[src/rtl/alu_seq_pkg.sv]
// alu_seq_pkg: shared definitions for the ALU operation sequencer.
//   state_t  - sequencer FSM states
//   COND_*   - execute-condition encodings for InstrCond
//   FLAG_*   - bit positions of Z C N O inside the 4-bit flag word
`timescale 1ns/1ps
package alu_seq_pkg;

    typedef enum logic [1:0] {
        IDLE,
        EXEC,
        CAPTURE,
        RESP
    } state_t;

    localparam logic [2:0] COND_ALWAYS = 3'b000;
    localparam logic [2:0] COND_Z      = 3'b001;
    localparam logic [2:0] COND_NZ     = 3'b010;
    localparam logic [2:0] COND_C      = 3'b011;
    localparam logic [2:0] COND_NC     = 3'b100;
    localparam logic [2:0] COND_N      = 3'b101;
    localparam logic [2:0] COND_O      = 3'b110;
    localparam logic [2:0] COND_NEVER  = 3'b111;

    localparam int FLAG_Z = 3;
    localparam int FLAG_C = 2;
    localparam int FLAG_N = 1;
    localparam int FLAG_O = 0;

endpackage

[src/rtl/alu_op_sequencer_if.sv]
// alu_op_sequencer_if: bundles the instruction handshake, the result
// handshake and the ALU-facing signals of the sequencer.
//   Instr*  - operation request (valid/ready) from the front end
//   Alu*    - registered operands/controls to the ALU, result/flags back
//   Res*    - result handshake back to the front end
//   Flags   - architectural Z C N O register
// Modports: slave = the sequencer, master = its environment.
`timescale 1ns/1ps
interface alu_op_sequencer_if #(
    parameter int WIDTH = 16,
    parameter int TAG_W = 3
);
    logic             InstrValid;
    logic             InstrReady;
    logic [4:0]       InstrFunSel;
    logic             InstrWF;
    logic [2:0]       InstrCond;
    logic [TAG_W-1:0] InstrTag;
    logic [WIDTH-1:0] InstrA;
    logic [WIDTH-1:0] InstrB;

    logic [WIDTH-1:0] AluA;
    logic [WIDTH-1:0] AluB;
    logic [4:0]       AluFunSel;
    logic             AluWF;
    logic [WIDTH-1:0] AluOut;
    logic [3:0]       AluFlags;

    logic             ResValid;
    logic             ResReady;
    logic [WIDTH-1:0] ResData;
    logic [TAG_W-1:0] ResTag;
    logic             ResSkipped;
    logic [3:0]       Flags;

    modport slave (
        input  InstrValid, InstrFunSel, InstrWF, InstrCond, InstrTag, InstrA, InstrB,
        input  AluOut, AluFlags, ResReady,
        output InstrReady, AluA, AluB, AluFunSel, AluWF,
        output ResValid, ResData, ResTag, ResSkipped, Flags
    );

    modport master (
        output InstrValid, InstrFunSel, InstrWF, InstrCond, InstrTag, InstrA, InstrB,
        output AluOut, AluFlags, ResReady,
        input  InstrReady, AluA, AluB, AluFunSel, AluWF,
        input  ResValid, ResData, ResTag, ResSkipped, Flags
    );

endinterface

[src/rtl/alu_cond_eval.sv]
// alu_cond_eval: combinational execute-condition check.
//   Flags in  4  current Z C N O flags
//   Cond  in  3  condition code (see COND_* in alu_seq_pkg)
//   take  out 1  high when the operation should execute
`timescale 1ns/1ps
module alu_cond_eval
    import alu_seq_pkg::*;
(
    input  logic [3:0] Flags,
    input  logic [2:0] Cond,
    output logic       take
);

    always_comb begin
        take = 1'b0;
        case (Cond)
            COND_ALWAYS: take = 1'b1;
            COND_Z:      take = Flags[FLAG_Z];
            COND_NZ:     take = ~Flags[FLAG_Z];
            COND_C:      take = Flags[FLAG_C];
            COND_NC:     take = ~Flags[FLAG_C];
            COND_N:      take = Flags[FLAG_N];
            COND_O:      take = Flags[FLAG_O];
            COND_NEVER:  take = 1'b0;
            default:     take = 1'b0;
        endcase
    end

endmodule

[src/rtl/alu_op_sequencer.sv]
// alu_op_sequencer: issue-side controller for the ALU. Accepts one
// operation at a time, conditionally drives it into the ALU, captures
// the registered result and flags, and returns it over a result handshake.
//   Clock  in  system clock, rising edge
//   Reset  in  asynchronous active-high reset
//   bus    slave modport of alu_op_sequencer_if (Instr*, Alu*, Res*, Flags)
`timescale 1ns/1ps
module alu_op_sequencer
    import alu_seq_pkg::*;
#(
    parameter int WIDTH = 16,
    parameter int TAG_W = 3
) (
    input logic               Clock,
    input logic               Reset,
    alu_op_sequencer_if.slave bus
);

    state_t state;
    state_t state_next;

    logic [WIDTH-1:0] alu_a;
    logic [WIDTH-1:0] alu_b;
    logic [4:0]       alu_fun_sel;
    logic             alu_wf;
    logic [WIDTH-1:0] res_data;
    logic [TAG_W-1:0] res_tag;
    logic             res_skipped;
    logic [3:0]       flags;
    logic             take;

    alu_cond_eval u_cond_eval (
        .Flags (flags),
        .Cond  (bus.InstrCond),
        .take  (take)
    );

    always_ff @(posedge Clock or posedge Reset) begin
        if (Reset) begin
            state <= IDLE;
        end else begin
            state <= state_next;
        end
    end

    always_comb begin
        state_next = state;
        case (state)
            IDLE: begin
                if (bus.InstrValid) begin
                    state_next = take ? EXEC : RESP;
                end
            end
            EXEC:    state_next = CAPTURE;
            CAPTURE: state_next = RESP;
            RESP: begin
                if (bus.ResReady) begin
                    state_next = IDLE;
                end
            end
            default: state_next = IDLE;
        endcase
    end

    always_ff @(posedge Clock or posedge Reset) begin
        if (Reset) begin
            alu_a       <= '0;
            alu_b       <= '0;
            alu_fun_sel <= '0;
            alu_wf      <= 1'b0;
            res_data    <= '0;
            res_tag     <= '0;
            res_skipped <= 1'b0;
            flags       <= '0;
        end else begin
            case (state)
                IDLE: begin
                    if (bus.InstrValid) begin
                        res_tag <= bus.InstrTag;
                        if (take) begin
                            alu_a       <= bus.InstrA;
                            alu_b       <= bus.InstrB;
                            alu_fun_sel <= bus.InstrFunSel;
                            alu_wf      <= bus.InstrWF;
                        end else begin
                            // Skipped: ALU-side registers keep their last issued values.
                            res_skipped <= 1'b1;
                            res_data    <= '0;
                        end
                    end
                end
                CAPTURE: begin
                    res_data    <= bus.AluOut;
                    res_skipped <= 1'b0;
                    if (alu_wf) begin
                        flags <= bus.AluFlags;
                    end
                end
                default: ;
            endcase
        end
    end

    // Ready is gated by Reset so it drops the moment reset asserts.
    assign bus.InstrReady = (state == IDLE) && !Reset;
    assign bus.ResValid   = (state == RESP);
    assign bus.AluA       = alu_a;
    assign bus.AluB       = alu_b;
    assign bus.AluFunSel  = alu_fun_sel;
    assign bus.AluWF      = alu_wf;
    assign bus.ResData    = res_data;
    assign bus.ResTag     = res_tag;
    assign bus.ResSkipped = res_skipped;
    assign bus.Flags      = flags;

endmodule

[src/flat_wrapper.sv]
// flat-port wrapper written by rule: the top's interface ports become plain ports
module alu_op_sequencer_flat import alu_seq_pkg::*;
#(
    parameter int WIDTH = 16,
    parameter int TAG_W = 3
)
  (Clock, Reset, bus_InstrValid, bus_InstrFunSel, bus_InstrWF, bus_InstrCond, bus_InstrTag, bus_InstrA, bus_InstrB, bus_AluOut, bus_AluFlags, bus_ResReady, bus_InstrReady, bus_AluA, bus_AluB, bus_AluFunSel, bus_AluWF, bus_ResValid, bus_ResData, bus_ResTag, bus_ResSkipped, bus_Flags);
  alu_op_sequencer_if #(.WIDTH(WIDTH), .TAG_W(TAG_W)) bus_i ();
  input logic Clock;
  input logic Reset;
  input wire logic [$bits(bus_i.InstrValid)-1:0] bus_InstrValid;
  input wire logic [$bits(bus_i.InstrFunSel)-1:0] bus_InstrFunSel;
  input wire logic [$bits(bus_i.InstrWF)-1:0] bus_InstrWF;
  input wire logic [$bits(bus_i.InstrCond)-1:0] bus_InstrCond;
  input wire logic [$bits(bus_i.InstrTag)-1:0] bus_InstrTag;
  input wire logic [$bits(bus_i.InstrA)-1:0] bus_InstrA;
  input wire logic [$bits(bus_i.InstrB)-1:0] bus_InstrB;
  input wire logic [$bits(bus_i.AluOut)-1:0] bus_AluOut;
  input wire logic [$bits(bus_i.AluFlags)-1:0] bus_AluFlags;
  input wire logic [$bits(bus_i.ResReady)-1:0] bus_ResReady;
  output wire logic [$bits(bus_i.InstrReady)-1:0] bus_InstrReady;
  output wire logic [$bits(bus_i.AluA)-1:0] bus_AluA;
  output wire logic [$bits(bus_i.AluB)-1:0] bus_AluB;
  output wire logic [$bits(bus_i.AluFunSel)-1:0] bus_AluFunSel;
  output wire logic [$bits(bus_i.AluWF)-1:0] bus_AluWF;
  output wire logic [$bits(bus_i.ResValid)-1:0] bus_ResValid;
  output wire logic [$bits(bus_i.ResData)-1:0] bus_ResData;
  output wire logic [$bits(bus_i.ResTag)-1:0] bus_ResTag;
  output wire logic [$bits(bus_i.ResSkipped)-1:0] bus_ResSkipped;
  output wire logic [$bits(bus_i.Flags)-1:0] bus_Flags;
  assign bus_i.InstrValid = bus_InstrValid;
  assign bus_i.InstrFunSel = bus_InstrFunSel;
  assign bus_i.InstrWF = bus_InstrWF;
  assign bus_i.InstrCond = bus_InstrCond;
  assign bus_i.InstrTag = bus_InstrTag;
  assign bus_i.InstrA = bus_InstrA;
  assign bus_i.InstrB = bus_InstrB;
  assign bus_i.AluOut = bus_AluOut;
  assign bus_i.AluFlags = bus_AluFlags;
  assign bus_i.ResReady = bus_ResReady;
  assign bus_InstrReady = bus_i.InstrReady;
  assign bus_AluA = bus_i.AluA;
  assign bus_AluB = bus_i.AluB;
  assign bus_AluFunSel = bus_i.AluFunSel;
  assign bus_AluWF = bus_i.AluWF;
  assign bus_ResValid = bus_i.ResValid;
  assign bus_ResData = bus_i.ResData;
  assign bus_ResTag = bus_i.ResTag;
  assign bus_ResSkipped = bus_i.ResSkipped;
  assign bus_Flags = bus_i.Flags;
  alu_op_sequencer #(.WIDTH(WIDTH), .TAG_W(TAG_W)) u_core (.Clock(Clock), .Reset(Reset), .bus(bus_i));
endmodule
[config.mk]
export PLATFORM = sky130hd
export DESIGN_NAME = alu_op_sequencer_flat
export DESIGN_NICKNAME = d
export VERILOG_FILES = /design/src/rtl/alu_seq_pkg.sv /design/src/rtl/alu_op_sequencer_if.sv /design/src/rtl/alu_cond_eval.sv /design/src/rtl/alu_op_sequencer.sv /design/src/flat_wrapper.sv
export SDC_FILE = /design/constraint.sdc
export NUM_CORES = 1
export LEC_CHECK = 0
export ABC_AREA = 1
export BUFFER_PORTS_ARGS = -buffer_cell sky130_fd_sc_hd__buf_4
export CAP_MARGIN = 20
export CORE_MARGIN = 2
export CORE_UTILIZATION = 50
export CTS_CLUSTER_SIZE = 16
export DETAILED_ROUTE_END_ITERATION = 8
export PLACE_DENSITY = 0.84
export REMOVE_ABC_BUFFERS = 1
export SYNTH_ARGS = -nofsm -noshare
export SYNTH_HDL_FRONTEND = slang
export SYNTH_SLANG_ARGS = --single-unit
[constraint.sdc]
create_clock -name Clock -period 2.5 [get_ports Clock]
set_input_delay 0 -clock Clock [delete_from_list [all_inputs] [get_ports Clock]]
set_output_delay 0 -clock Clock [all_outputs]
set_load 0.1 [all_outputs]
======== Yosys cells after proc, flatten, opt, wreduce, memory -nomap -nowiden ========
Index checks and enable logic that the tools add are counted.
word-level totals
  bits of input ports ..................... 68
  flip-flop bits (word level) ............. 64
cells by class
  mux-type cells .......................... 11
  bitwise logic cells ..................... 2
  eq/ne operators ......................... 13
  reduce and logical (&&, ||, !) cells .... 10
operators by type and width
  operator              count
  $mux W16              2
  $pmux W16 S2          1
  $eq A3 B3 Y1 const B  4
  $pmux W1 S8           1
  $pmux W2 S4           1
  $eq A3 B2 Y1 const B  2
  $mux W2               3
  $ne A2 B2 Y1 const B  3
  $reduce_and A2 Y1     3
  $reduce_and A3 Y1     2
  $eq A2 B2 Y1 const B  2
  $eq A3 B1 Y1 const B  1
  $logic_not A3 Y1      1
  $eq A2 B1 Y1 const B  1
  $logic_not A2 Y1      1
  $mux W1               2
  $not A1 Y1            2
  $pmux W1 S2           1
  $reduce_bool A2 Y1    1
  $logic_and A1 B1 Y1   1
  $logic_not A1 Y1      1

======== Longest topological paths before layout ========
Gate-level depths: netlist (run 1).
  depth after elaboration ................. 5
  mapped depth ............................ 10

======== Modules after synthesis ========
From an unflattened synthesis (run 1), not the netlist that was laid out.
unflattened totals
  cell total of the unflattened synthesis .. 345
  area total of the unflattened synthesis .. 2872.8 µm²
modules (own cells, without submodules)
  module            area each (µm²)  seq. area each (µm²)  cells each  times used
  alu_op_sequencer  2806.4           1601.5                329         1
  alu_cond_eval     66.3             0.0                   16          1

======== Least setup slack after synthesis (run 1) ========
OpenSTA, ideal clock, no wires.
  path kind ............................... register to output
  start point ............................. register u_core.state[0]
  end point ............................... output port bus_InstrReady
  path slack .............................. 564 ps
  stages on the path, launching flop included .. 5
  arrival time ............................ 1936 ps
  cells stage by stage .................... dfrtp_1 inv_1 ha_1 inv_1 nor2_1
on the way
  cells in the longest elaborated chain, start to end .. 2
ends and longest elaborated chain
  what                    line                     source
  from (decl)             alu_op_sequencer.sv:19   state_t state;
  from (signal assigned)  alu_op_sequencer.sv:42   state <= state_next;
  $logic_not A2 Y1        alu_op_sequencer.sv:105  assign bus.InstrReady = (state == IDLE) && !Reset;
  $logic_and A1 B1 Y1     alu_op_sequencer.sv:105
  to (decl)               flat_wrapper.sv:21       output wire logic [$bits(bus_i.InstrReady)-1:0] bus_InstrReady;
Every way passes these cells.

======== Worst setup path after layout (run 1) ========
  start point ............................. register u_core.state[0]
  end point ............................... register u_core.res_data[11], in the netlist u_core.bus.ResData[11]
on the way
  cells in the longest elaborated chain, start to end .. 3
ends and longest elaborated chain
  what                                                                 line                    source
  $logic_not A2 Y1 or $eq A2 B2 Y1 (tied branches)                     alu_op_sequencer.sv:76  case (state)
  $ne A2 B2 Y1 (no source line) or $reduce_bool A2 Y1 (tied branches)  n/a
  $reduce_and A3 Y1 (no source line)                                   n/a
  to (signal assigned)                                                 alu_op_sequencer.sv:93  res_data <= bus.AluOut;
  to (decl)                                                            alu_op_sequencer.sv:26  logic [WIDTH-1:0] res_data;
Several ways; a longest one is shown, not always the timed one.
A chain may end at the register's enable or synchronous reset.

==> metrics.txt, run 1 <==
# TYPE chip_impl_metric gauge
chip_impl_metric{name="post_synthesis_instance_total",unit=""} 339
chip_impl_metric{name="ctsLongestPathBuffers",unit=""} 2
chip_impl_metric{name="totalNegativeSetupSlack",unit="ns"} 0
chip_impl_info{name="critical_r2r_launch",value="u_core.state[0]$_DFFE_PP0P_"} 1
chip_impl_metric{name="grt_start_max_net_pins",unit=""} 36
chip_impl_metric{name="floorplan.initialDensity",unit=""} 0.523
chip_impl_metric{name="clock_tree.htree_level_count",unit=""} 3
chip_impl_metric{name="cts.sinks",unit=""} 64
chip_impl_metric{name="final_count_of_pins_violating_max_slew",unit=""} 0
chip_impl_metric{name="cts-buffers-inserted",unit=""} 9
chip_impl_info{name="critPathKind",value="reg -> reg"} 1
chip_impl_info{name="layout.cells.most_common_list",value="buf_4, nand2_1, dfrtp_1, dlygate4sd3_1, nand3_1"} 1
chip_impl_metric{name="cts-resized-gates",unit=""} 0
chip_impl_metric{name="insertion_delay",unit="ns"} 0.35
chip_impl_metric{name="die_width",unit="µm"} 80.1
chip_impl_metric{name="synthesis.area_per_instance",unit="µm²"} 8.55
chip_impl_metric{name="synth_sequential_area_ratio",unit=""} 0.552
chip_impl_metric{name="crit_required",unit="ns"} 2.77
chip_impl_metric{name="r2r.worst_path.cells",unit=""} 8
chip_impl_info{name="yosys.area.top_type",value="dfrtp_1"} 1
chip_impl_info{name="synth_area_leaders",value="dfrtp_1, nand2_1, nand3_1, inv_1, nand2_2"} 1
chip_impl_metric{name="timing.final.hold_violations",unit=""} 0
chip_impl_info{name="cts_root_buffer",value="clkbuf_8"} 1
chip_impl_metric{name="io_pins",unit=""} 132
chip_impl_metric{name="antenna_found_initial",unit=""} 0
chip_impl_metric{name="grtUsageTotal",unit=""} 0.334
chip_impl_metric{name="ff_latch_area",unit="µm²"} 1600
chip_impl_metric{name="cts.clk_slew.worst_paths",unit="ns"} 0.07
chip_impl_metric{name="core-area",unit="µm²"} 5540
chip_impl_metric{name="drt_iter0_markers",unit=""} 306
chip_impl_metric{name="maxCapViolCount",unit=""} 0
chip_impl_metric{name="dp_worst_setup_slack",unit="ns"} 0.593
chip_impl_metric{name="post-route-period-util",unit=""} 0.818
chip_impl_info{name="critical_path.reg2reg.endpoint",value="u_core.bus.ResData[11]$_DFFE_PP0P_"} 1
chip_impl_metric{name="layout-area-overhead-vs-synth",unit="%"} 63.9
chip_impl_metric{name="final-setup-viol-count",unit=""} 0
chip_impl_info{name="crit_start",value="u_core.state[0]$_DFFE_PP0P_"} 1
chip_impl_info{name="holdCritPathClass",value="in -> reg"} 1
chip_impl_metric{name="route.detailed.wl_per_inst",unit="µm"} 16.9
chip_impl_metric{name="route.final.wire_length",unit="µm"} 10300
chip_impl_metric{name="yosysWarningCount",unit=""} 0
chip_impl_info{name="kind_of_launch_point_of_the_worst_setup_path",value="flop"} 1
chip_impl_metric{name="r2r_slack",unit="ns"} 0.46
chip_impl_info{name="result_of_the_run",value="completed"} 1
chip_impl_metric{name="multi_input_comb_area",unit="µm²"} 1060
chip_impl_metric{name="timing.critical_path.fanout_max",unit=""} 18
chip_impl_metric{name="skew",unit="ns"} 0.0142
chip_impl_metric{name="synth_seq_cells",unit=""} 64
chip_impl_metric{name="vias_per_cell",unit=""} 5.22
chip_impl_metric{name="layoutNonFillerInstCount",unit=""} 610
chip_impl_metric{name="tightest_slew",unit="ns"} 0.712
chip_impl_metric{name="worst_slew_margin_rel",unit=""} 0.525
chip_impl_metric{name="grt_first_pass_wirelength",unit="µm"} 16100
chip_impl_info{name="most_frequent_standard_cell_in_the_layout_excluding_fill_and_tap_cells",value="buf_4"} 1
chip_impl_metric{name="vias_in_the_first_global_route",unit=""} 3277
chip_impl_metric{name="globalplace.congestion",unit=""} 0.780
chip_impl_metric{name="globalRouteOverflowTotal",unit=""} 0
chip_impl_metric{name="dpl.hpwl",unit="µm"} 5670
chip_impl_metric{name="ys_types",unit=""} 22
chip_impl_metric{name="final_layout_size_suffix_gt1_frac",unit=""} 0.324
chip_impl_info{name="rsz0062_at_grt",value="false"} 1
chip_impl_metric{name="post_synth_instance_area",unit="µm²"} 2900
chip_impl_metric{name="final.fill_count",unit=""} 288
chip_impl_metric{name="post-route-drc-count",unit=""} 0
chip_impl_metric{name="cp.arrival",unit="ns"} 2.32
chip_impl_metric{name="floorplan.die_area",unit="µm²"} 6420
chip_impl_metric{name="placement_rows",unit=""} 27
chip_impl_metric{name="min_period",unit="ns"} 2.04
chip_impl_metric{name="die_height",unit="µm"} 80.1
chip_impl_metric{name="synthDominantCellAreaShare",unit=""} 0.552
chip_impl_metric{name="num-nets-final",unit=""} 604
chip_impl_info{name="cts_tree",value="yes"} 1
chip_impl_metric{name="post_route_setup_slack",unit="ns"} 0.456
chip_impl_metric{name="drtAntennaViolNets",unit=""} 0
chip_impl_metric{name="total_placed_cells_including_tap_cells",unit=""} 531
chip_impl_info{name="critical_path.endpoint",value="u_core.bus.ResData[11]$_DFFE_PP0P_"} 1
chip_impl_metric{name="fmaxAchievable",unit="GHz"} 0.489
chip_impl_metric{name="dr.pass1.iters",unit=""} 5
chip_impl_metric{name="finalCoreUtilization",unit=""} 0.857
chip_impl_metric{name="io_buffer_count",unit=""} 131
chip_impl_info{name="endpoint_kind",value="flop"} 1
chip_impl_metric{name="routed-via-count",unit=""} 3183
[per-layer routing]
| layer | global-route usage | up-vias | part of all wire |
|---|---|---|---|
| li1 | - | 1438 | - |
| met1 | 0.371 | 1523 | 0.35 |
| met2 | 0.610 | 178 | 0.55 |
| met3 | 0.0539 | 44 | 0.053 |
| met4 | 0.175 | 0 | 0.043 |
| met5 | 0 | - | 0 |
[cell type report]
class,instances,area share
antenna,1,0.000527
clock buffer,11,0.0319
clock inverter,5,0.0166
inverter,30,0.0237
multi-input combinational,228,0.224
sequential,64,0.337
tap,72,0.0190
timing repair buffer,199,0.347
[how the worst min path moves through the flow]
stage | slack [ns] | cells after the start | to | startpoint
after floorplan | 0.11 | 2 | u_core.bus.ResTag[0]$_DFFE_PP0P_ | bus_InstrTag[0]
after global placement | 0.17 | 2 | u_core.bus.ResData[9]$_DFFE_PP0P_ | Reset
after detailed placement | 0.17 | 2 | u_core.bus.ResData[9]$_DFFE_PP0P_ | Reset
after CTS | 0.04 | 4 | u_core.bus.ResTag[0]$_DFFE_PP0P_ | bus_InstrValid
after global routing | 0.07 | 4 | u_core.bus.ResTag[0]$_DFFE_PP0P_ | bus_InstrValid
final | 0.05 | 4 | u_core.bus.ResTag[0]$_DFFE_PP0P_ | bus_InstrValid
[critical path: stages, from the launching register on]
cell and delay [ns]:
dfrtp_1 0.38, inv_1 0.12, ha_1 0.20, nand2_1 0.13, inv_2 0.30, nand4_4 0.32
nand2_4 0.28, nand2_1 0.14, nand2_1 0.10
[state kept, by name, indices dropped and copies added (netlist names)]
name	flops
u_core.bus.ResData	16
u_core.state	2
u_core.bus.AluA	16
u_core.bus.Flags	4
u_core.bus.AluFunSel	5
u_core.bus.ResTag	3
u_core.bus.AluB	16
u_core.bus.AluWF	1
u_core.bus.ResSkipped	1
[Yosys cell counts (all sizes together)]
cell,number
nand2,151
dfrtp,64
nand3,57
inv,30
buf,14
a21oi,5
ha,4
nor2,4
clkbuf,3
mux2,2
o21ai,2
nand3b,1
nand4,1
o22ai,1
[repair_timing]
action / in CTS / in global routing
hold endpoints to repair: 92 / 0
buffers inserted: 0 / 0
hold buffers: 62 / 0
[logic make-up after synthesis]
family                     Yosys count  share of synthesized area
buffers and inverters               47                     0.0803
adders and majority gates            4                     0.0173
and+or+nand+nor                    214                      0.328
AOI/OAI and AO/OA                    8                     0.0142
DFF                                 64                      0.552
muxes                                2                    0.00777
[per-stage QoR]
stage | hold WS, ns | instance area, µm²
global route | 0.0721 | 4750
finish | 0.0522 | 4750
CTS | 0.0379 | 4750
global placement | 0.165 | 3900
floorplan | 0.110 | 2780
detailed placement | 0.167 | 3900
Power of run 1 is left out: the tool's default activity adds up to more than one toggle a clock period on the data nets, which glitch-free logic cannot reach.
==> run 2, diff against run 1 <==
--- a/config.mk
+++ b/config.mk
@@ -5,14 +5,14 @@
 export SDC_FILE = /design/constraint.sdc
 export NUM_CORES = 1
 export LEC_CHECK = 0
-export ABC_AREA = 1
+export ABC_AREA = 0
 export BUFFER_PORTS_ARGS = -buffer_cell sky130_fd_sc_hd__buf_4
 export CAP_MARGIN = 20
 export CORE_MARGIN = 2
-export CORE_UTILIZATION = 50
+export CORE_UTILIZATION = 45
 export CTS_CLUSTER_SIZE = 16
 export DETAILED_ROUTE_END_ITERATION = 8
-export PLACE_DENSITY = 0.84
+export PLACE_DENSITY = 0.79
 export REMOVE_ABC_BUFFERS = 1
 export SYNTH_ARGS = -nofsm -noshare
 export SYNTH_HDL_FRONTEND = slang
==> constraint.sdc (replaced) <==
create_clock -name Clock -period 1.9 [get_ports Clock]
set_input_delay 0 -clock Clock [delete_from_list [all_inputs] [get_ports Clock]]
set_output_delay 0 -clock Clock [all_outputs]
set_load 0.1 [all_outputs]
==> run 2 against run 1 <==
Net effect:
- global-route usage shrank 9.4 points
- critical path depth decreased by 3
- non-clock buffer count shrank 1
- design area is 4.9% lower
- routed wire length fell by 31%
- sequential cell count did not move
- worst hold slack better by 0.065 ns
- synthesized cell count is 50% lower
- first-iteration DRC count down 77%
- critical endpoint is now u_core.bus.ResData[14]$_DFFE_PP0P_
- largest cell class unchanged
==> metrics.txt, run 2 <==
# TYPE chip_impl_metric gauge
chip_impl_info{name="result_of_the_run",value="completed"} 1
chip_impl_metric{name="totalNegativeSetupSlack",unit="ns"} 0
chip_impl_metric{name="post-route-period-util",unit=""} 0.958
chip_impl_metric{name="share_of_synthesized_registers_carrying_an_async_set_or_reset",unit=""} 1.00
chip_impl_metric{name="cts.sinks",unit=""} 64
chip_impl_metric{name="hold_ws",unit="ns"} 0.117
chip_impl_info{name="most_common_cell_in_the_netlist",value="dfrtp_1"} 1
chip_impl_metric{name="crit_required",unit="ns"} 2.13
chip_impl_info{name="yosys.area.top_type",value="dfrtp_1"} 1
chip_impl_metric{name="floorplan.die_area",unit="µm²"} 6320
chip_impl_metric{name="post_synthesis_instance_total",unit=""} 168
chip_impl_metric{name="num-nets-final",unit=""} 444
chip_impl_metric{name="fmaxAchievable",unit="GHz"} 0.549
chip_impl_metric{name="drtAntennaViolNets",unit=""} 0
chip_impl_metric{name="final-setup-viol-count",unit=""} 0
chip_impl_metric{name="synth_enable_flop_cells",unit=""} 0
chip_impl_metric{name="vias_in_the_first_global_route",unit=""} 2305
chip_impl_metric{name="globalplace.congestion",unit=""} 0.742
chip_impl_info{name="cts_root_buffer",value="clkbuf_8"} 1
chip_impl_info{name="crit_start",value="u_core.bus.Flags[2]$_DFFE_PP0P_"} 1
chip_impl_metric{name="die_width",unit="µm"} 79.5
chip_impl_metric{name="worst_slew_margin_rel",unit=""} 0.646
chip_impl_info{name="rsz0062_at_grt",value="true"} 1
chip_impl_metric{name="placement_rows",unit=""} 27
chip_impl_metric{name="timing.final.hold_violations",unit=""} 0
chip_impl_metric{name="core-area",unit="µm²"} 5510
chip_impl_metric{name="cell_depth_of_the_worst_hold_path",unit=""} 4
chip_impl_info{name="cts_tree",value="yes"} 1
chip_impl_info{name="dominantRegCellSynth",value="dfrtp_1"} 1
chip_impl_info{name="holdCritPathClass",value="in -> reg"} 1
chip_impl_metric{name="synth_seq_cells",unit=""} 64
chip_impl_metric{name="route.detailed.wl_per_inst",unit="µm"} 16.0
chip_impl_metric{name="synthDominantCellAreaShare",unit=""} 0.624
chip_impl_metric{name="synth_sequential_area_ratio",unit=""} 0.624
chip_impl_metric{name="vias_per_cell",unit=""} 4.87
chip_impl_metric{name="ctsLongestPathBuffers",unit=""} 2
chip_impl_metric{name="r2r.worst_path.cells",unit=""} 5
chip_impl_metric{name="route.final.wire_length",unit="µm"} 7170
chip_impl_metric{name="layout-area-overhead-vs-synth",unit="%"} 76.1
chip_impl_metric{name="grtUsageTotal",unit=""} 0.241
chip_impl_metric{name="post_route_setup_slack",unit="ns"} 0.0799
chip_impl_metric{name="die_height",unit="µm"} 79.5
chip_impl_metric{name="insertion_delay",unit="ns"} 0.34
chip_impl_metric{name="cts.clk_slew.worst_paths",unit="ns"} 0.07
chip_impl_info{name="most_frequent_standard_cell_in_the_layout_excluding_fill_and_tap_cells",value="buf_4"} 1
chip_impl_info{name="hold_end",value="u_core.state[1]$_DFFE_PP0P_"} 1
chip_impl_metric{name="yosysWarningCount",unit=""} 0
chip_impl_metric{name="synthesis.area_per_instance",unit="µm²"} 15.3
chip_impl_metric{name="globalRouteOverflowTotal",unit=""} 0
chip_impl_info{name="layout.cells.most_common_list",value="buf_4, dfrtp_1, dlygate4sd3_1, mux2_2, clkbuf_8"} 1
chip_impl_info{name="critical_r2r_launch",value="u_core.bus.Flags[2]$_DFFE_PP0P_"} 1
chip_impl_metric{name="clock_tree.htree_level_count",unit=""} 3
chip_impl_metric{name="post-route-drc-count",unit=""} 0
chip_impl_info{name="critPathKind",value="reg -> reg"} 1
chip_impl_metric{name="antenna_found_initial",unit=""} 0
chip_impl_metric{name="grt_first_pass_wirelength",unit="µm"} 11400
chip_impl_metric{name="drt_iter0_markers",unit=""} 71
chip_impl_info{name="critical_path.reg2reg.endpoint",value="u_core.bus.ResData[14]$_DFFE_PP0P_"} 1
chip_impl_metric{name="finalCoreUtilization",unit=""} 0.820
chip_impl_metric{name="post_synth_instance_area",unit="µm²"} 2570
chip_impl_info{name="hold_start",value="bus_ResReady"} 1
chip_impl_info{name="endpoint_kind",value="flop"} 1
chip_impl_metric{name="dpl.hpwl",unit="µm"} 4180
chip_impl_metric{name="r2r_slack",unit="ns"} 0.08
chip_impl_metric{name="grt_start_max_net_pins",unit=""} 65
chip_impl_info{name="synth_area_leaders",value="dfrtp_1, mux2_2, a22o_1, a22o_2, ha_1"} 1
chip_impl_metric{name="dr.pass1.iters",unit=""} 4
chip_impl_metric{name="antenna_cells",unit=""} 0
chip_impl_metric{name="io_buffer_count",unit=""} 131
chip_impl_info{name="synth_common_cells",value="dfrtp_1, mux2_2, a22o_1"} 1
chip_impl_metric{name="tightest_slew",unit="ns"} 0.521
chip_impl_metric{name="final_layout_size_suffix_gt1_frac",unit=""} 0.551
chip_impl_metric{name="skew",unit="ns"} 0.00745
chip_impl_metric{name="min_period",unit="ns"} 1.82
chip_impl_metric{name="io_pins",unit=""} 132
chip_impl_metric{name="cp.arrival",unit="ns"} 2.05
chip_impl_metric{name="final_count_of_pins_violating_max_slew",unit=""} 0
chip_impl_metric{name="maxCapViolCount",unit=""} 0
chip_impl_metric{name="ys_types",unit=""} 23
chip_impl_info{name="kind_of_launch_point_of_the_worst_setup_path",value="flop"} 1
chip_impl_metric{name="dp_worst_setup_slack",unit="ns"} 0.0793
chip_impl_metric{name="floorplan.initialDensity",unit=""} 0.466
chip_impl_metric{name="cts-buffers-inserted",unit=""} 9
chip_impl_metric{name="timing.critical_path.fanout_max",unit=""} 8
chip_impl_metric{name="cts-resized-gates",unit=""} 0
chip_impl_metric{name="routed-via-count",unit=""} 2181
## run 2: cell count changes after synthesis, moves of 10 or more
cell and delta:
nand3_1 -56, inv_1 -21, a22o_1 +10, nand2_1 -130
mux2_2 +43, nand2_2 -14
## run 2: worst max path at each step
stage | end | slack (ns) | cells after the start
3_5_place_dp | u_core.bus.ResData[11]$_DFFE_PP0P_ | 0.08 | 4
5_1_grt | u_core.bus.AluA[0]$_DFFE_PP0P_ | -0.008 | 6
6_report | u_core.bus.ResData[14]$_DFFE_PP0P_ | 0.08 | 5
2_1_floorplan | u_core.bus.AluA[0]$_DFFE_PP0P_ | -1.97 | 5
4_1_cts | u_core.bus.ResData[12]$_DFFE_PP0P_ | 0.05 | 4
3_3_place_gp | u_core.bus.ResData[11]$_DFFE_PP0P_ | 0.11 | 5
## run 2: cell type report
| type | instances | area (µm²) |
|---|---|---|
| repair buffers | 198 | 1670 |
| inverters | 8 | 30.0 |
| multi-input cells | 91 | 910 |
| clock inverters | 3 | 65.1 |
| well taps | 72 | 90.1 |
| clock buffers | 12 | 155 |
| flip-flops and latches | 64 | 1600 |
| fillers | 302 | 988 |
## run 2: metrics by stage
| step | area [µm²] | instances |
|---|---|---|
| 2_1_floorplan | 2520 | 162 |
| 5_1_grt | 4520 | 448 |
| 3_5_place_dp | 3660 | 369 |
| 6_report | 4520 | 448 |
| 4_1_cts | 4500 | 446 |
| 3_3_place_gp | 3660 | 369 |
## run 2: logic make-up after synthesis
| family | count (synthesis) | synth area share |
|---|---|---|
| buffers and inverters | 14 | 0.0312 |
| and+or+nand+nor | 11 | 0.0185 |
| AOI/OAI and AO/OA | 29 | 0.100 |
| DFF | 64 | 0.624 |
| adders and majority gates | 4 | 0.0195 |
| muxes | 46 | 0.206 |
## run 2: routing by layer
layer / up-vias / GRT usage / share of wire
met2: 89 / 0.411 / 0.52
li1: 1015 / - / -
met5: - / 0 / 0
met1: 1064 / 0.281 / 0.38
met3: 13 / 0.0724 / 0.072
met4: 0 / 0.102 / 0.021
## run 2: worst max-delay path: stages, from the launching register on
cell and delay (ns):
dfrtp_1 0.41, a311o_1 0.41, a221oi_4 0.27, buf_4 0.20, mux2i_2 0.16, a22o_2 0.26
## run 2: repair_timing
item,4_1_cts,5_1_grt
setup buffers,0,1
endpoints found under the hold margin,125,0
hold buffers,62,0
setup endpoints to repair,0,16
Power of run 2 is left out for the same reason.
==> run 3, diff against run 2 <==
--- a/config.mk
+++ b/config.mk
@@ -9,11 +9,12 @@
 export BUFFER_PORTS_ARGS = -buffer_cell sky130_fd_sc_hd__buf_4
 export CAP_MARGIN = 20
 export CORE_MARGIN = 2
-export CORE_UTILIZATION = 45
+export CORE_UTILIZATION = 48
 export CTS_CLUSTER_SIZE = 16
 export DETAILED_ROUTE_END_ITERATION = 8
-export PLACE_DENSITY = 0.79
+export PLACE_DENSITY = 0.84
 export REMOVE_ABC_BUFFERS = 1
+export SETUP_SLACK_MARGIN = 0.3
 export SYNTH_ARGS = -nofsm -noshare
 export SYNTH_HDL_FRONTEND = slang
 export SYNTH_SLANG_ARGS = --single-unit
==> constraint.sdc (replaced) <==
create_clock -name Clock -period 2.2 [get_ports Clock]
set_input_delay 0 -clock Clock [delete_from_list [all_inputs] [get_ports Clock]]
set_output_delay 0 -clock Clock [all_outputs]
set_load 0.1 [all_outputs]
==> run 3 against run 2 <==
Net effect:
- register-to-register slack improved by 0.31 ns
- die area decreased by 5.9%
- maximum frequency increased by 0.34%
- non-clock buffer count increased by 2
- core utilization increased by 5.9 points
- count of clock-buffer cells in the layout increased by 1
- design area increased by 0.11%
- largest cell class unchanged
==> metrics.txt, run 3 (synthesized netlist as in run 2, its figures left out) <==
# TYPE chip_impl_metric gauge
chip_impl_metric{name="timing.final.hold_violations",unit=""} 0
chip_impl_metric{name="floorplan.initialDensity",unit=""} 0.499
chip_impl_metric{name="crit_required",unit="ns"} 2.42
chip_impl_info{name="endpoint_kind",value="flop"} 1
chip_impl_metric{name="floorplan.die_area",unit="µm²"} 5950
chip_impl_metric{name="grt_start_max_net_pins",unit=""} 39
chip_impl_info{name="kind_of_launch_point_of_the_worst_setup_path",value="flop"} 1
chip_impl_metric{name="final_layout_size_suffix_gt1_frac",unit=""} 0.557
chip_impl_metric{name="vias_in_the_first_global_route",unit=""} 2557
chip_impl_info{name="rsz0062_at_grt",value="false"} 1
chip_impl_info{name="critPathKind",value="reg -> reg"} 1
chip_impl_metric{name="io_pins",unit=""} 132
chip_impl_metric{name="post-route-period-util",unit=""} 0.824
chip_impl_metric{name="num-nets-final",unit=""} 446
chip_impl_metric{name="final_count_of_pins_violating_max_slew",unit=""} 0
chip_impl_metric{name="clock_tree.htree_level_count",unit=""} 3
chip_impl_metric{name="final-setup-viol-count",unit=""} 0
chip_impl_metric{name="die_height",unit="µm"} 77.1
chip_impl_metric{name="cts.clk_slew.worst_paths",unit="ns"} 0.07
chip_impl_metric{name="vias_per_cell",unit=""} 5.17
chip_impl_info{name="holdCritPathClass",value="in -> reg"} 1
chip_impl_metric{name="placement_rows",unit=""} 26
chip_impl_metric{name="met1Wirelength",unit="µm"} 3250
chip_impl_metric{name="skew",unit="ns"} 0.00729
chip_impl_metric{name="globalRouteOverflowTotal",unit=""} 0
chip_impl_metric{name="grtUsageTotal",unit=""} 0.311
chip_impl_metric{name="io_buffer_count",unit=""} 131
chip_impl_metric{name="ctsLongestPathBuffers",unit=""} 2
chip_impl_info{name="cts_tree",value="yes"} 1
chip_impl_metric{name="tightest_slew",unit="ns"} 0.501
chip_impl_metric{name="drt_iter0_markers",unit=""} 124
chip_impl_metric{name="route.detailed.wl_per_inst",unit="µm"} 19.7
chip_impl_metric{name="routed-via-count",unit=""} 2322
chip_impl_metric{name="die_width",unit="µm"} 77.1
chip_impl_metric{name="drtAntennaViolNets",unit=""} 0
chip_impl_metric{name="grt_first_pass_wirelength",unit="µm"} 13800
chip_impl_metric{name="antenna_found_initial",unit=""} 0
chip_impl_metric{name="finalCoreUtilization",unit=""} 0.880
chip_impl_metric{name="met3RoutedLength",unit="µm"} 715
chip_impl_metric{name="core-area",unit="µm²"} 5140
chip_impl_metric{name="dr.pass1.iters",unit=""} 4
chip_impl_info{name="topRoutingLayerUsed",value="met4"} 1
chip_impl_info{name="cts_root_buffer",value="clkbuf_8"} 1
chip_impl_metric{name="route.final.wire_length",unit="µm"} 8850
chip_impl_metric{name="globalplace.congestion",unit=""} 0.715
chip_impl_metric{name="timing.critical_path.fanout_max",unit=""} 19
chip_impl_metric{name="detailroute.wirelength.met2",unit="µm"} 4660
chip_impl_info{name="layout.cells.most_common_list",value="buf_4, dfrtp_1, dlygate4sd3_1, mux2_2, clkbuf_8"} 1
chip_impl_metric{name="fmaxAchievable",unit="GHz"} 0.551
chip_impl_metric{name="dpl.hpwl",unit="µm"} 4370
chip_impl_info{name="result_of_the_run",value="completed"} 1
chip_impl_metric{name="post-route-drc-count",unit=""} 0
chip_impl_metric{name="cts.sinks",unit=""} 64
chip_impl_metric{name="worst_slew_margin_rel",unit=""} 0.659
chip_impl_metric{name="cp.arrival",unit="ns"} 2.03
chip_impl_metric{name="layout-area-overhead-vs-synth",unit="%"} 76.3
chip_impl_metric{name="min_period",unit="ns"} 1.81
chip_impl_info{name="most_frequent_standard_cell_in_the_layout_excluding_fill_and_tap_cells",value="buf_4"} 1
chip_impl_metric{name="maxCapViolCount",unit=""} 0
chip_impl_metric{name="insertion_delay",unit="ns"} 0.34
chip_impl_metric{name="cts-buffers-inserted",unit=""} 9
chip_impl_metric{name="antenna_cells",unit=""} 0
==> run 3: cell count changes in the layout (fill, tap and decap cells not counted), sizes merged <==
cell    before  now
clkbuf      12   14
buf        136  137
clkinv       1    2
bufinv       2    1
==> run 3: area by class of cell <==
type	count	area, µm²
timing repair buffer	200	1690
inverter	8	30.0
fill	237	617
multi-input combinational	91	918
sequential	64	1600
tap	70	87.6
clock buffer	13	159
clock inverter	3	40.0
==> run 3: worst max-delay path, cell delays in order, from the launching register on <==
cell and delay (ns):
dfrtp_1 0.37, nand2_1 0.06, o211ai_1 0.33, nand2_2 0.14
a21oi_4 0.21, clkbuf_16 0.23, mux2_2 0.35
==> run 3: per-layer routing <==
metal,vias to the layer above,global-route usage
met5,-,0
met4,0,0.134
met1,1141,0.376
met3,21,0.0824
met2,142,0.524
li1,1018,-
==> run 3: through the flow <==
stage	TNS [ns]	hold WS (ns)	instance area (µm²)	instances	setup slack [ns]
floorplan	-64.90	0.140	2520	162	-1.67
global placement	0	0.123	3640	367	0.386
detailed placement	0	0.129	3640	367	0.372
CTS	0	0.101	4460	445	0.355
global route	0	0.172	4520	449	0.295
finish	0	0.106	4520	449	0.386
==> run 3: worst paths after layout <==
| kind | slack [ns] | cells after the start | end | start |
|---|---|---|---|---|
| setup / recovery | 0.39 | 6 | u_core.bus.AluA[11]$_DFFE_PP0P_ | u_core.bus.Flags[1]$_DFFE_PP0P_ |
| hold / removal | 0.11 | 4 | u_core.state[1]$_DFFE_PP0P_ | bus_ResReady |
| setup reg to reg | 0.39 | 6 | u_core.bus.AluA[11]$_DFFE_PP0P_ | u_core.bus.Flags[1]$_DFFE_PP0P_ |
| hold reg to reg | 0.51 | 1 | u_core.bus.ResData[13]$_DFFE_PP0P_ | u_core.bus.ResData[13]$_DFFE_PP0P_ |
| max in group asynchronous | 1.56 | 4 | u_core.bus.AluB[14]$_DFFE_PP0P_ | Reset |
| min in group asynchronous | 0.34 | 4 | u_core.bus.ResSkipped$_DFFE_PP0P_ | Reset |
==> run 3: timing repair <==
action                     in CTS  in global routing
resized for setup               0                  2
setup buffers                   0                  2
hold endpoints to repair      125                  0
setup endpoints to repair       0                 54
hold buffers                   62                  0
Power of run 3 is left out for the same reason.
